`src/rtl/fft_bfly_addr_sched_pkg.sv`:
```
// Shared FFT sequencing definitions: FSM encoding, stage-field width, twiddle sizing helpers.
// Latency: n/a (declarations only).
// Backpressure: n/a.
package fft_bfly_addr_sched_pkg;

  // Width of stage_level / stage_number fields from the network controller
  localparam int STAGE_W = 4;

  // Stage sequencer FSM encoding
  localparam int STATE_W = 2;
  localparam logic [STATE_W-1:0] ST_IDLE  = 2'd0;
  localparam logic [STATE_W-1:0] ST_ISSUE = 2'd1;
  localparam logic [STATE_W-1:0] ST_DRAIN = 2'd2;
  localparam logic [STATE_W-1:0] ST_DONE  = 2'd3;

  // Twiddle index covers 0..N/2-1, so it is one bit narrower than a data address
  function automatic int tw_width(input int addr_width);
    return addr_width - 1;
  endfunction

  // A stage request is runnable only if N fits the RAM and the stage exists in an N-point FFT
  function automatic logic cfg_valid(input logic [STAGE_W-1:0] s,
                                     input logic [STAGE_W-1:0] l,
                                     input int                 addr_width);
    return (l != '0) && (int'(l) <= addr_width) && (s < l);
  endfunction

endpackage

```
`src/rtl/fft_addr_delay_line.sv`:
```
// Write-back address delay: {en, addr_a, addr_b} shifted through DEPTH register stages.
// Latency: exactly DEPTH cycles from input to output.
// Backpressure: none; shifts every cycle, sync flush clears every stage.
module fft_addr_delay_line #(
  parameter int ADDR_WIDTH = 12,
  parameter int DEPTH      = 7
) (
  input  logic                  clk,
  input  logic                  rst_n,
  input  logic                  flush_i,
  input  logic                  en_i,
  input  logic [ADDR_WIDTH-1:0] addr_a_i,
  input  logic [ADDR_WIDTH-1:0] addr_b_i,
  output logic                  en_o,
  output logic [ADDR_WIDTH-1:0] addr_a_o,
  output logic [ADDR_WIDTH-1:0] addr_b_o,
  output logic                  upstream_empty_o
);

  logic [DEPTH-1:0]      vld_q;
  logic [ADDR_WIDTH-1:0] a_q [DEPTH];
  logic [ADDR_WIDTH-1:0] b_q [DEPTH];

  // Shift register; flush drops everything in flight so an aborted stage never writes back
  always_ff @(posedge clk or negedge rst_n) begin
    if (!rst_n) begin
      vld_q <= '0;
      for (int i = 0; i < DEPTH; i++) begin
        a_q[i] <= '0;
        b_q[i] <= '0;
      end
    end else if (flush_i) begin
      vld_q <= '0;
      for (int i = 0; i < DEPTH; i++) begin
        a_q[i] <= '0;
        b_q[i] <= '0;
      end
    end else begin
      vld_q[0] <= en_i;
      a_q[0]   <= addr_a_i;
      b_q[0]   <= addr_b_i;
      for (int i = 1; i < DEPTH; i++) begin
        vld_q[i] <= vld_q[i-1];
        a_q[i]   <= a_q[i-1];
        b_q[i]   <= b_q[i-1];
      end
    end
  end

  assign en_o     = vld_q[DEPTH-1];
  assign addr_a_o = a_q[DEPTH-1];
  assign addr_b_o = b_q[DEPTH-1];

  // True when nothing is queued behind the output stage: whatever is on en_o now is the final write
  generate
    if (DEPTH > 1) begin : g_multi
      assign upstream_empty_o = ~|vld_q[DEPTH-2:0];
    end else begin : g_single
      assign upstream_empty_o = 1'b1;
    end
  endgenerate

endmodule

```
`src/rtl/fft_bfly_addr_sched.sv`:
```
// Radix-2 in-place FFT stage sequencer: one butterfly (A/B read + twiddle index) per cycle.
// Latency: first read 1 cycle after start; write-back = reads delayed PIPE_LAT; done 1 cycle after last write.
// Backpressure: none; issues back-to-back until the stage completes or abort flushes it.
module fft_bfly_addr_sched
  import fft_bfly_addr_sched_pkg::*;
#(
  parameter int ADDR_WIDTH = 12,
  parameter int PIPE_LAT   = 7
) (
  input  logic                  clk,
  input  logic                  rst_n,
  input  logic                  start,
  input  logic                  abort,
  input  logic [STAGE_W-1:0]    stage_level,
  input  logic [STAGE_W-1:0]    stage_number,
  output logic                  busy,
  output logic                  done,
  output logic                  err,
  output logic                  rd_en,
  output logic [ADDR_WIDTH-1:0] rd_addr_a,
  output logic [ADDR_WIDTH-1:0] rd_addr_b,
  output logic [ADDR_WIDTH-2:0] tw_addr,
  output logic                  wr_en,
  output logic [ADDR_WIDTH-1:0] wr_addr_a,
  output logic [ADDR_WIDTH-1:0] wr_addr_b
);

  localparam int                    TW_W  = tw_width(ADDR_WIDTH);
  localparam logic [ADDR_WIDTH-1:0] ONE_A = ADDR_WIDTH'(1);
  localparam logic [STAGE_W-1:0]    ONE_S = STAGE_W'(1);

  // Sequencer state
  logic [STATE_W-1:0]    state_q,  state_d;
  logic [ADDR_WIDTH-1:0] k_q,      k_d;
  logic [ADDR_WIDTH-1:0] last_k_q, last_k_d;
  logic [STAGE_W-1:0]    s_q,      s_d;
  logic [STAGE_W-1:0]    l_q,      l_d;

  // Registered outputs
  logic                  busy_q,  busy_d;
  logic                  done_q,  done_d;
  logic                  err_q,   err_d;
  logic                  rd_en_q, rd_en_d;
  logic [ADDR_WIDTH-1:0] rd_a_q,  rd_a_d;
  logic [ADDR_WIDTH-1:0] rd_b_q,  rd_b_d;
  logic [TW_W-1:0]       tw_q,    tw_d;

  logic flush;
  logic cfg_ok;
  logic drain_done;

  // Address generator operands and results
  logic [STAGE_W-1:0]    s_use;
  logic [STAGE_W-1:0]    l_use;
  logic [ADDR_WIDTH-1:0] k_use;
  logic [ADDR_WIDTH-1:0] half;
  logic [ADDR_WIDTH-1:0] pos;
  logic [ADDR_WIDTH-1:0] grp;
  logic [ADDR_WIDTH-1:0] a_calc;
  logic [ADDR_WIDTH-1:0] b_calc;
  logic [TW_W-1:0]       tw_calc;

  assign cfg_ok = cfg_valid(stage_level, stage_number, ADDR_WIDTH);

  // Launch from IDLE uses the live config with k=0; afterwards the latched config and next k
  always_comb begin
    s_use = s_q;
    l_use = l_q;
    k_use = k_q + ONE_A;
    if (state_q == ST_IDLE) begin
      s_use = stage_level;
      l_use = stage_number;
      k_use = '0;
    end
  end

  // Butterfly k -> operand pair and twiddle; B differs from A only in bit s, so OR equals add
  always_comb begin
    half    = ONE_A << s_use;
    pos     = k_use & (half - ONE_A);
    grp     = k_use >> s_use;
    a_calc  = (grp << (s_use + ONE_S)) | pos;
    b_calc  = a_calc | half;
    tw_calc = pos[TW_W-1:0] << (l_use - s_use - ONE_S);
  end

  // Next-state and next-output logic; abort overrides everything except reset
  always_comb begin
    state_d  = state_q;
    k_d      = k_q;
    last_k_d = last_k_q;
    s_d      = s_q;
    l_d      = l_q;
    rd_en_d  = 1'b0;
    rd_a_d   = '0;
    rd_b_d   = '0;
    tw_d     = '0;
    done_d   = 1'b0;
    err_d    = 1'b0;
    flush    = 1'b0;
    if (abort) begin
      state_d = ST_IDLE;
      k_d     = '0;
      flush   = 1'b1;
    end else begin
      case (state_q)
        ST_IDLE: begin
          if (start) begin
            if (cfg_ok) begin
              state_d  = ST_ISSUE;
              s_d      = stage_level;
              l_d      = stage_number;
              last_k_d = (ONE_A << (stage_number - ONE_S)) - ONE_A;
              k_d      = '0;
              rd_en_d  = 1'b1;
              rd_a_d   = a_calc;
              rd_b_d   = b_calc;
              tw_d     = tw_calc;
            end else begin
              err_d = 1'b1;
            end
          end
        end
        ST_ISSUE: begin
          // k_q is the butterfly currently on the read port
          if (k_q == last_k_q) begin
            state_d = ST_DRAIN;
          end else begin
            k_d     = k_use;
            rd_en_d = 1'b1;
            rd_a_d  = a_calc;
            rd_b_d  = b_calc;
            tw_d    = tw_calc;
          end
        end
        ST_DRAIN: begin
          if (drain_done) begin
            state_d = ST_DONE;
            done_d  = 1'b1;
          end
        end
        ST_DONE: begin
          state_d = ST_IDLE;
        end
        default: begin
          state_d = ST_IDLE;
        end
      endcase
    end
  end

  // busy covers every non-IDLE cycle, including the done pulse
  assign busy_d = (state_d != ST_IDLE);

  // State and output registers
  always_ff @(posedge clk or negedge rst_n) begin
    if (!rst_n) begin
      state_q  <= ST_IDLE;
      k_q      <= '0;
      last_k_q <= '0;
      s_q      <= '0;
      l_q      <= '0;
      busy_q   <= 1'b0;
      done_q   <= 1'b0;
      err_q    <= 1'b0;
      rd_en_q  <= 1'b0;
      rd_a_q   <= '0;
      rd_b_q   <= '0;
      tw_q     <= '0;
    end else begin
      state_q  <= state_d;
      k_q      <= k_d;
      last_k_q <= last_k_d;
      s_q      <= s_d;
      l_q      <= l_d;
      busy_q   <= busy_d;
      done_q   <= done_d;
      err_q    <= err_d;
      rd_en_q  <= rd_en_d;
      rd_a_q   <= rd_a_d;
      rd_b_q   <= rd_b_d;
      tw_q     <= tw_d;
    end
  end

  // Write-back addresses are the issued read addresses replayed after the butterfly pipeline
  fft_addr_delay_line #(
    .ADDR_WIDTH (ADDR_WIDTH),
    .DEPTH      (PIPE_LAT)
  ) u_wb_delay (
    .clk              (clk),
    .rst_n            (rst_n),
    .flush_i          (flush),
    .en_i             (rd_en_q),
    .addr_a_i         (rd_a_q),
    .addr_b_i         (rd_b_q),
    .en_o             (wr_en),
    .addr_a_o         (wr_addr_a),
    .addr_b_o         (wr_addr_b),
    .upstream_empty_o (drain_done)
  );

  assign busy      = busy_q;
  assign done      = done_q;
  assign err       = err_q;
  assign rd_en     = rd_en_q;
  assign rd_addr_a = rd_a_q;
  assign rd_addr_b = rd_b_q;
  assign tw_addr   = tw_q;

endmodule

```
`config.mk`:
```
export PLATFORM = sky130hd
export DESIGN_NAME = fft_bfly_addr_sched
export DESIGN_NICKNAME = d
export VERILOG_FILES = /design/src/rtl/fft_bfly_addr_sched_pkg.sv /design/src/rtl/fft_addr_delay_line.sv /design/src/rtl/fft_bfly_addr_sched.sv
export SDC_FILE = /design/constraint.sdc
export NUM_CORES = 1
export LEC_CHECK = 0
export CORE_UTILIZATION = 40
export CTS_BUF_LIST = sky130_fd_sc_hd__clkbuf_16
export CTS_CLUSTER_SIZE = 12
export DETAILED_ROUTE_END_ITERATION = 12
export PLACE_DENSITY = 0.61
export SLEW_MARGIN = 40
export SYNTH_ARGS = -nofsm -noshare
export SYNTH_HDL_FRONTEND = slang
export SYNTH_SLANG_ARGS = --single-unit
```
`constraint.sdc`:
```
create_clock -name clk -period 4.5 [get_ports clk]
set_input_delay 0.9 -clock clk [delete_from_list [all_inputs] [get_ports clk]]
set_output_delay 0.9 -clock clk [all_outputs]
set_load 0.01 [all_outputs]
```
==> flow_metrics.py, run 1 <==
metrics = {
    "status": {
        "status": "finished clean",
    },
    "detailed_routing": {
        "wirelength_mm": 29.9,
        "detail_route.iter0.violations": 649,
        "drcViolationCount": 0,
        "vias_per_cell": 5.36,
        "ant_nets": 0,
        "dr.pass1.iters": 5,
        "vias": 8490,
        "wl_per_cell_um": 18.9,
    },
    "worst_setup_path": {
        "r2r_end": "tw_addr[9]$_DFF_PN0_",
        "crit_buf_inv": 2,
        "ff2ff_path_depth": 10,
        "cp-endpoint": "tw_addr[9]$_DFF_PN0_",
        "rr_startpoint": "state_q[1]$_DFF_PN0_",
        "worst_path_max_delay_cell": "dfrtp_1",
        "cp.arrival_ns": 4.15,
        "crit_start": "state_q[1]$_DFF_PN0_",
        "worstPathMaxFanout": 15,
        "max_stage_delay_ns": 0.57,
        "cp-end-kind": "flop",
        "cpLargestDelayFamily": "multiplexers",
        "worstSetupPathDepth": 10,
        "required_ns": 4.97,
        "path_class": "flop to flop",
        "r2r_slack_ns": 0.82,
        "path_cells": "nor2_4 -> mux2_4 -> inv_2 -> ha_1 -> buf_4 -> nand3_1 -> a311o_1 -> mux4_2 -> or3_1 -> o211ai_1",
        "startpoint_type": "flop",
    },
    "logic_synthesis": {
        "synth.net_count": 1159,
        "synth_enable_flop_cells": 0,
        "synth_cells": 1136,
        "synthArstFlopShare_pct": 100,
        "ys_seq_elements": 248,
        "netlist.top_cell.by_area": "dfrtp_1",
        "netlist_area_mm2": 0.0116,
        "synth_area_leaders": "dfrtp_1 (53%), nor2b_1 (9.7%), a21oi_1 (3.1%), nor2_1 (2.6%), xnor2_1 (2.3%)",
        "ys.flop_type": "dfrtp_1",
        "syn_area_per_cell_um2": 10.2,
        "ys_seq_area_share_pct": 53.3,
        "yosysWarnings": 0,
        "ys_types": 84,
        "yosysTopAreaCellShare_pct": 53.3,
    },
    "power": {
        "leakagePower_nw": 6.00,
        "powerDensity_mw_per_mm2": 423,
        "ir_worst_vdd_mv": 0.280,
    },
    "place": {
        "portBuffers": 75,
        "place_congestion": 0.910,
        "dp_slack_ns": 0.242,
        "dp_cells": 1541,
        "dp_hpwl_mm": 21.0,
    },
    "floorplan": {
        "start_util_pct": 40.7,
        "num_rows": 62,
        "core_area_mm2": 0.0286,
        "dieArea_mm2": 0.0298,
        "fp.dieH_um": 173,
        "io-pin-count": 76,
        "die_w_um": 173,
    },
    "grt": {
        "grt_usage_pct": 20.6,
        "grt_max_degree": 98,
        "gr-total-overflow": 0,
        "grt_pass1_wl_mm": 48.1,
        "first_global_vias": 8480,
        "antenna_found_initial": 0,
    },
    "clocking": {
        "post_cts_buffers": 0,
        "clk_latency_ns": 0.55,
        "cts-root-buf": "clkbuf_16",
        "cts_resized": 0,
        "cts.clk_slew.worst_paths_ns": 0.06,
        "cts_tree": "done",
        "htree_num_levels": 1,
        "clkSinkCount": 248,
        "cts_buffers": 27,
        "cts_hold_buffers": 0,
        "cts.path.max_buffers": 3,
    },
    "sta": {
        "rsz0062_at_grt": "no",
        "fmax_mhz": 272,
        "relSlewSlack_pct": 40.8,
        "drv_slew": 0,
        "final_hold_viol_count": 0,
        "tightestPinTransition_ns": 0.882,
        "period_share_pct": 81.8,
        "setup_viol": 0,
        "timing.final.ws_setup_ns": 0.820,
        "clock_skew_ns": 0.00970,
        "tns_ns": 0,
        "finalCriticalPeriod_ns": 3.68,
    },
    "cells_and_area": {
        "utilization_pct": 47.7,
        "fin_nets": 1210,
        "n_antenna_cell": 0,
        "syn2layout_area_growth_pct": 17.4,
        "fill_cells": 2648,
        "final_cells": 1585,
        "drive_above_1_share_pct": 10.1,
    },
    "worst_hold_path": {
        "min_path_type": "primary input to asynchronous set/reset pin",
    },
    "flow_run": {
        "drv_cap": 0,
    },
}
-- metal layers --
layer	GRT usage [%]	vias to the layer above	wire, um
met1	27.5	4129	12800
met4	8.52	0	1250
met3	3.34	73	1660
met2	33.3	284	14200
met5	0	-	0
li1	-	4004	-
-- report_power, final --
group          leakage (nW)  internal, mW  switching, mW
clock                 0.445          1.37          0.870
combinational          2.16         0.426          0.712
sequential             3.40          2.32         0.0858
total                  6.00          4.11           1.67
-- worst min path at each step --
stage	start	slack [ns]	depth (start not counted)	end
after floorplan	u_wb_delay.vld_q[2]$_DFF_PN0_	0.41	1	done$_DFF_PN0_
after global placement	u_wb_delay.b_q[61]$_DFF_PN0_	0.44	1	u_wb_delay.b_q[49]$_DFF_PN0_
after detailed placement	u_wb_delay.a_q[77]$_DFF_PN0_	0.45	1	u_wb_delay.a_q[65]$_DFF_PN0_
after CTS	rst_n	0.39	1	u_wb_delay.addr_b_o[9]$_DFF_PN0_
after global routing	rst_n	0.19	1	u_wb_delay.addr_b_o[9]$_DFF_PN0_
final	rst_n	0.20	1	u_wb_delay.addr_b_o[9]$_DFF_PN0_
-- cells by family (layout without fill, tap and decap cells) --
kind of cell	Yosys count	in the layout	share of synthesized area, %
buffers and inverters	124	189	5.06
DFF	248	248	53.3
and+or+nand+nor	456	456	21.3
muxes	24	24	2.74
xor gates and xnor gates	37	37	2.78
adders and majority gates	11	11	1.18
AOI/OAI and AO/OA	236	236	13.6
-- area by class of cell --
cell class	count	area (um^2)	area share (%)
Clock buffer	27	676	4.94
Tap cell	384	480	3.52
Multi-Input combinational cell	764	4850	35.5
Clock inverter	16	213	1.56
Timing Repair Buffer	120	1140	8.37
Inverter	26	97.6	0.714
Sequential cell	248	6210	45.4
-- state kept, by name (all words and copies together) (netlist names), 7 cells and up --
signal / flops
k_q: 12
last_k_q: 12
rd_addr_a: 12
rd_addr_b: 12
tw_addr: 11
u_wb_delay.a_q: 72
u_wb_delay.addr_a_o: 12
u_wb_delay.addr_b_o: 12
u_wb_delay.b_q: 72
u_wb_delay.vld_q: 7
-- cell usage after synthesis, types with 3 or more instances --
cell and number:
a211oi_1 4, a21o_1 8, a21oi_1 71, a22oi_1 4
a311oi_1 5, a31oi_1 20, and2_1 5, and3_1 4
buf_1 4, buf_2 20, buf_4 26, clkbuf_1 47
dfrtp_1 248, ha_1 11, inv_1 23, inv_2 3
mux2_2 9, mux2i_1 9, mux4_2 5, nand2_1 71
nand2b_1 10, nand3_1 27, nand3b_1 4, nand4_1 10
nor2_1 81, nor2b_1 180, nor3_1 23, nor3b_1 5
nor4_1 10, o2111ai_1 6, o211ai_1 12, o21a_1 5
o21ai_0 36, o21ai_1 5, o221ai_1 4, o22ai_1 7
o31ai_1 7, o32a_1 3, o32ai_1 3, or2_2 3
or3_1 8, or4_1 3, xnor2_1 31, xor2_1 6
-- layout by cell type (no fill, tap or decap), drive strengths merged, types with 6 or more instances in the layout --
master	instances
nand2	71
a21o	8
o22ai	7
o2111ai	6
nor4	11
clkdlybuf4s50	73
o21ai	42
nor3	23
or3	8
mux2	10
nand3	27
a21oi	71
o31ai	8
clkbuf	27
o211ai	12
inv	31
xnor2	31
dfrtp	248
mux2i	9
buf	47
nor2	82
and2	6
nand2b	10
nand4	12
nor2b	180
xor2	6
a31oi	20
ha	11
-- worst register-to-register path: cells and delay by family (launching register included) --
| kind | cells | cell delay (ns) |
|---|---|---|
| adders and majority gates | 1 | 0.43 |
| and+or+nand+nor | 3 | 0.83 |
| DFF | 1 | 0.57 |
| AOI/OAI and AO/OA | 2 | 0.53 |
| muxes | 2 | 0.93 |
| buffers and inverters | 2 | 0.31 |
-- through the flow --
stage                     instance area (um^2)  hold slack (ns)  total power [mW]
after floorplan                          11600            0.414              3.15
after global placement                   12700            0.440              3.59
after detailed placement                 12700            0.446              3.57
after CTS                                13600            0.395              5.85
after global routing                     13700            0.189              6.06
final                                    13700            0.200              5.78
Note: power is estimated with default switching activity, not from simulation.
==> run 2, diff against run 1 <==
Settings changed: PLACE_DENSITY 0.61 to 0.63.
Clock period 4.5 ns to 3 ns, I/O delays scaled along.
==> run 2 against run 1 <==
Against the previous run: the run now ends with negative setup slack left; cell area increased by 16%; via count up 9.1%; register-to-register slack worse by 0.84 ns; final cell count is 14% higher; flip-flop and latch count unchanged; die area did not move; non-clock buffer count rose by 223; critical path type unchanged.
==> flow_metrics.py, run 2 (synthesized netlist as in run 1, its figures left out) <==
metrics = {
    "status": {
        "status": "complete, but fails checks",
        "violations": "negative setup slack",
    },
    "sta": {
        "drv_slew": 0,
        "relSlewSlack_pct": 39.7,
        "period_share_pct": 101,
        "tns_ns": -0.0167,
        "rsz0062_at_grt": "yes",
        "timing.final.ws_setup_ns": -0.0167,
        "fmax_mhz": 331,
        "setup_viol": 1,
        "final_hold_viol_count": 0,
        "tightestPinTransition_ns": 0.904,
        "finalCriticalPeriod_ns": 3.02,
        "clock_skew_ns": 0.0361,
    },
    "power": {
        "leakagePower_nw": 7.19,
        "ir_worst_vdd_mv": 0.413,
        "powerDensity_mw_per_mm2": 574,
    },
    "cells_and_area": {
        "regArea_mm2": 0.00621,
        "fill_cells": 2483,
        "largest_registers": "u_wb_delay.a_q: 72 flops, u_wb_delay.b_q: 72 flops",
        "syn2layout_area_growth_pct": 36.1,
        "layout_common_cells": "buf_4 (246), dfrtp_1 (242), nor2b_1 (180), nor2_1 (77), clkdlybuf4s50_1 (72)",
        "fin_area_mm2": 0.0158,
        "n_antenna_cell": 0,
        "multi_input_area_mm2": 0.00528,
        "drive_above_1_share_pct": 29.0,
        "fin_nets": 1433,
        "final_common_cell": "buf_4",
    },
    "grt": {
        "antenna_found_initial": 0,
        "first_global_vias": 9261,
        "gr-total-overflow": 0,
        "grt_max_degree": 190,
        "grt_usage_pct": 21.9,
        "grt_pass1_wl_mm": 51.6,
    },
    "worst_hold_path": {
        "min_path_type": "primary input to asynchronous set/reset pin",
    },
    "worst_setup_path": {
        "path_class": "flop to flop",
        "startpoint_type": "flop",
        "required_ns": 3.44,
        "cp.arrival_ns": 3.45,
        "worstPathMaxFanout": 5,
        "rr_startpoint": "k_q[1]$_DFFE_PN0P_",
        "cp-end-kind": "flop",
        "crit_start": "k_q[1]$_DFFE_PN0P_",
    },
    "detailed_routing": {
        "vias_per_cell": 5.12,
        "ant_nets": 0,
        "wirelength_mm": 32.7,
        "vias": 9264,
        "dr.pass1.iters": 5,
        "wl_per_cell_um": 18.1,
        "drcViolationCount": 0,
        "detail_route.iter0.violations": 631,
    },
    "clocking": {
        "cts_tree": "done",
        "cts.clk_slew.worst_paths_ns": 0.06,
        "cts-root-buf": "clkbuf_16",
        "clkSinkCount": 248,
        "cts_hold_buffers": 0,
        "cts_buffers": 27,
        "cts.path.max_buffers": 3,
        "htree_num_levels": 1,
        "clk_latency_ns": 0.57,
    },
    "place": {
        "placed_area_mm2": 0.0143,
        "portBuffers": 75,
        "place_congestion": 0.974,
        "dp_hpwl_mm": 23.6,
    },
    "floorplan": {
        "core_area_mm2": 0.0286,
        "die_w_um": 173,
        "num_rows": 62,
        "start_util_pct": 40.7,
        "fp.dieH_um": 173,
        "io-pin-count": 76,
        "dieArea_mm2": 0.0298,
    },
    "flow_run": {
        "drv_cap": 0,
    },
}
[run 2: cell types whose count changed in the layout (fill, tap and decap cells not counted), moves of 5 or more]
cell,previous run,this run
buf_6,2,12
buf_12,2,9
a21oi_2,1,8
dfrtp_1,248,242
a21oi_1,70,63
o21ai_0,36,28
buf_4,41,246
dfrtp_2,0,6
nand2_2,0,5
nand2_1,71,66
[run 2: routing by layer]
layer | global-route usage, % | vias up | share of wire (%) | wire [um]
met1 | 29.0 | 4491 | 43 | 14000
met3 | 3.23 | 60 | 5.0 | 1630
met2 | 36.7 | 275 | 49 | 16000
li1 | - | 4438 | - | -
met5 | 0 | - | 0 | 0
met4 | 8.11 | 0 | 3.2 | 1060
[run 2: path summary, 6_finish.rpt]
kind	slack, ns	cells after the start	to
min in group clk	0.44	4	done$_DFF_PN0_
min	0.03	1	u_wb_delay.b_q[59]$_DFF_PN0_
max in group asynchronous	2.15	2	rd_addr_a[9]$_DFF_PN0_
max reg2reg	-0.02	10	rd_addr_b[7]$_DFF_PN0_
min reg2reg	0.44	1	u_wb_delay.b_q[69]$_DFF_PN0_
max	-0.02	10	rd_addr_b[7]$_DFF_PN0_
[run 2: final cells by class]
cell class | instances | area share [%]
Clock buffer | 27 | 4.27
Clock inverter | 16 | 0.901
Inverter | 26 | 0.648
Multi-Input combinational cell | 764 | 33.3
Sequential cell | 248 | 39.2
Tap cell | 384 | 3.03
Timing Repair Buffer | 343 | 18.6
[run 2: what timing repair did]
action | 4_1_cts | 5_1_grt
pin swaps | 21 | 26
setup endpoints to repair | 26 | 33
cloned | 0 | 0
setup buffers | 11 | 13
gates resized for setup | 35 | 78
[run 2: where the power goes]
group / leakage, nW / internal [mW] / total, mW / switching (mW)
Sequential: 3.39 / 3.49 / 3.59 / 0.105
Clock: 0.412 / 1.79 / 3.09 / 1.30
Combinational: 3.39 / 1.09 / 2.40 / 1.30
Total: 7.19 / 6.37 / 9.08 / 2.71
[run 2: worst max-delay path, cell delays in order, from the launching register on]
cell and delay, ns:
dfrtp_1 0.44, ha_4 0.20, nand4_4 0.12, a2111o_1 0.48
o211a_4 0.19, and2_4 0.16, o32a_1 0.29, or2_4 0.25
a211o_4 0.37, a2111oi_4 0.29, nor3_1 0.10
[run 2: per-stage QoR]
| step | util [%] | instances | power (mW) | setup slack, ns | hold WS (ns) |
|---|---|---|---|---|---|
| floorplan | - | 1136 | 4.73 | -0.0614 | 0.304 |
| global placement | 50.1 | 1741 | 5.79 | -0.728 | 0.441 |
| detailed placement | 50.1 | 1741 | 5.79 | -0.571 | 0.448 |
| CTS | 53.8 | 1795 | 9.01 | -0.0642 | 0.0276 |
| global route | 55.3 | 1808 | 9.50 | -0.0995 | 0.0580 |
| finish | 55.3 | 1808 | 9.08 | -0.0167 | 0.0260 |
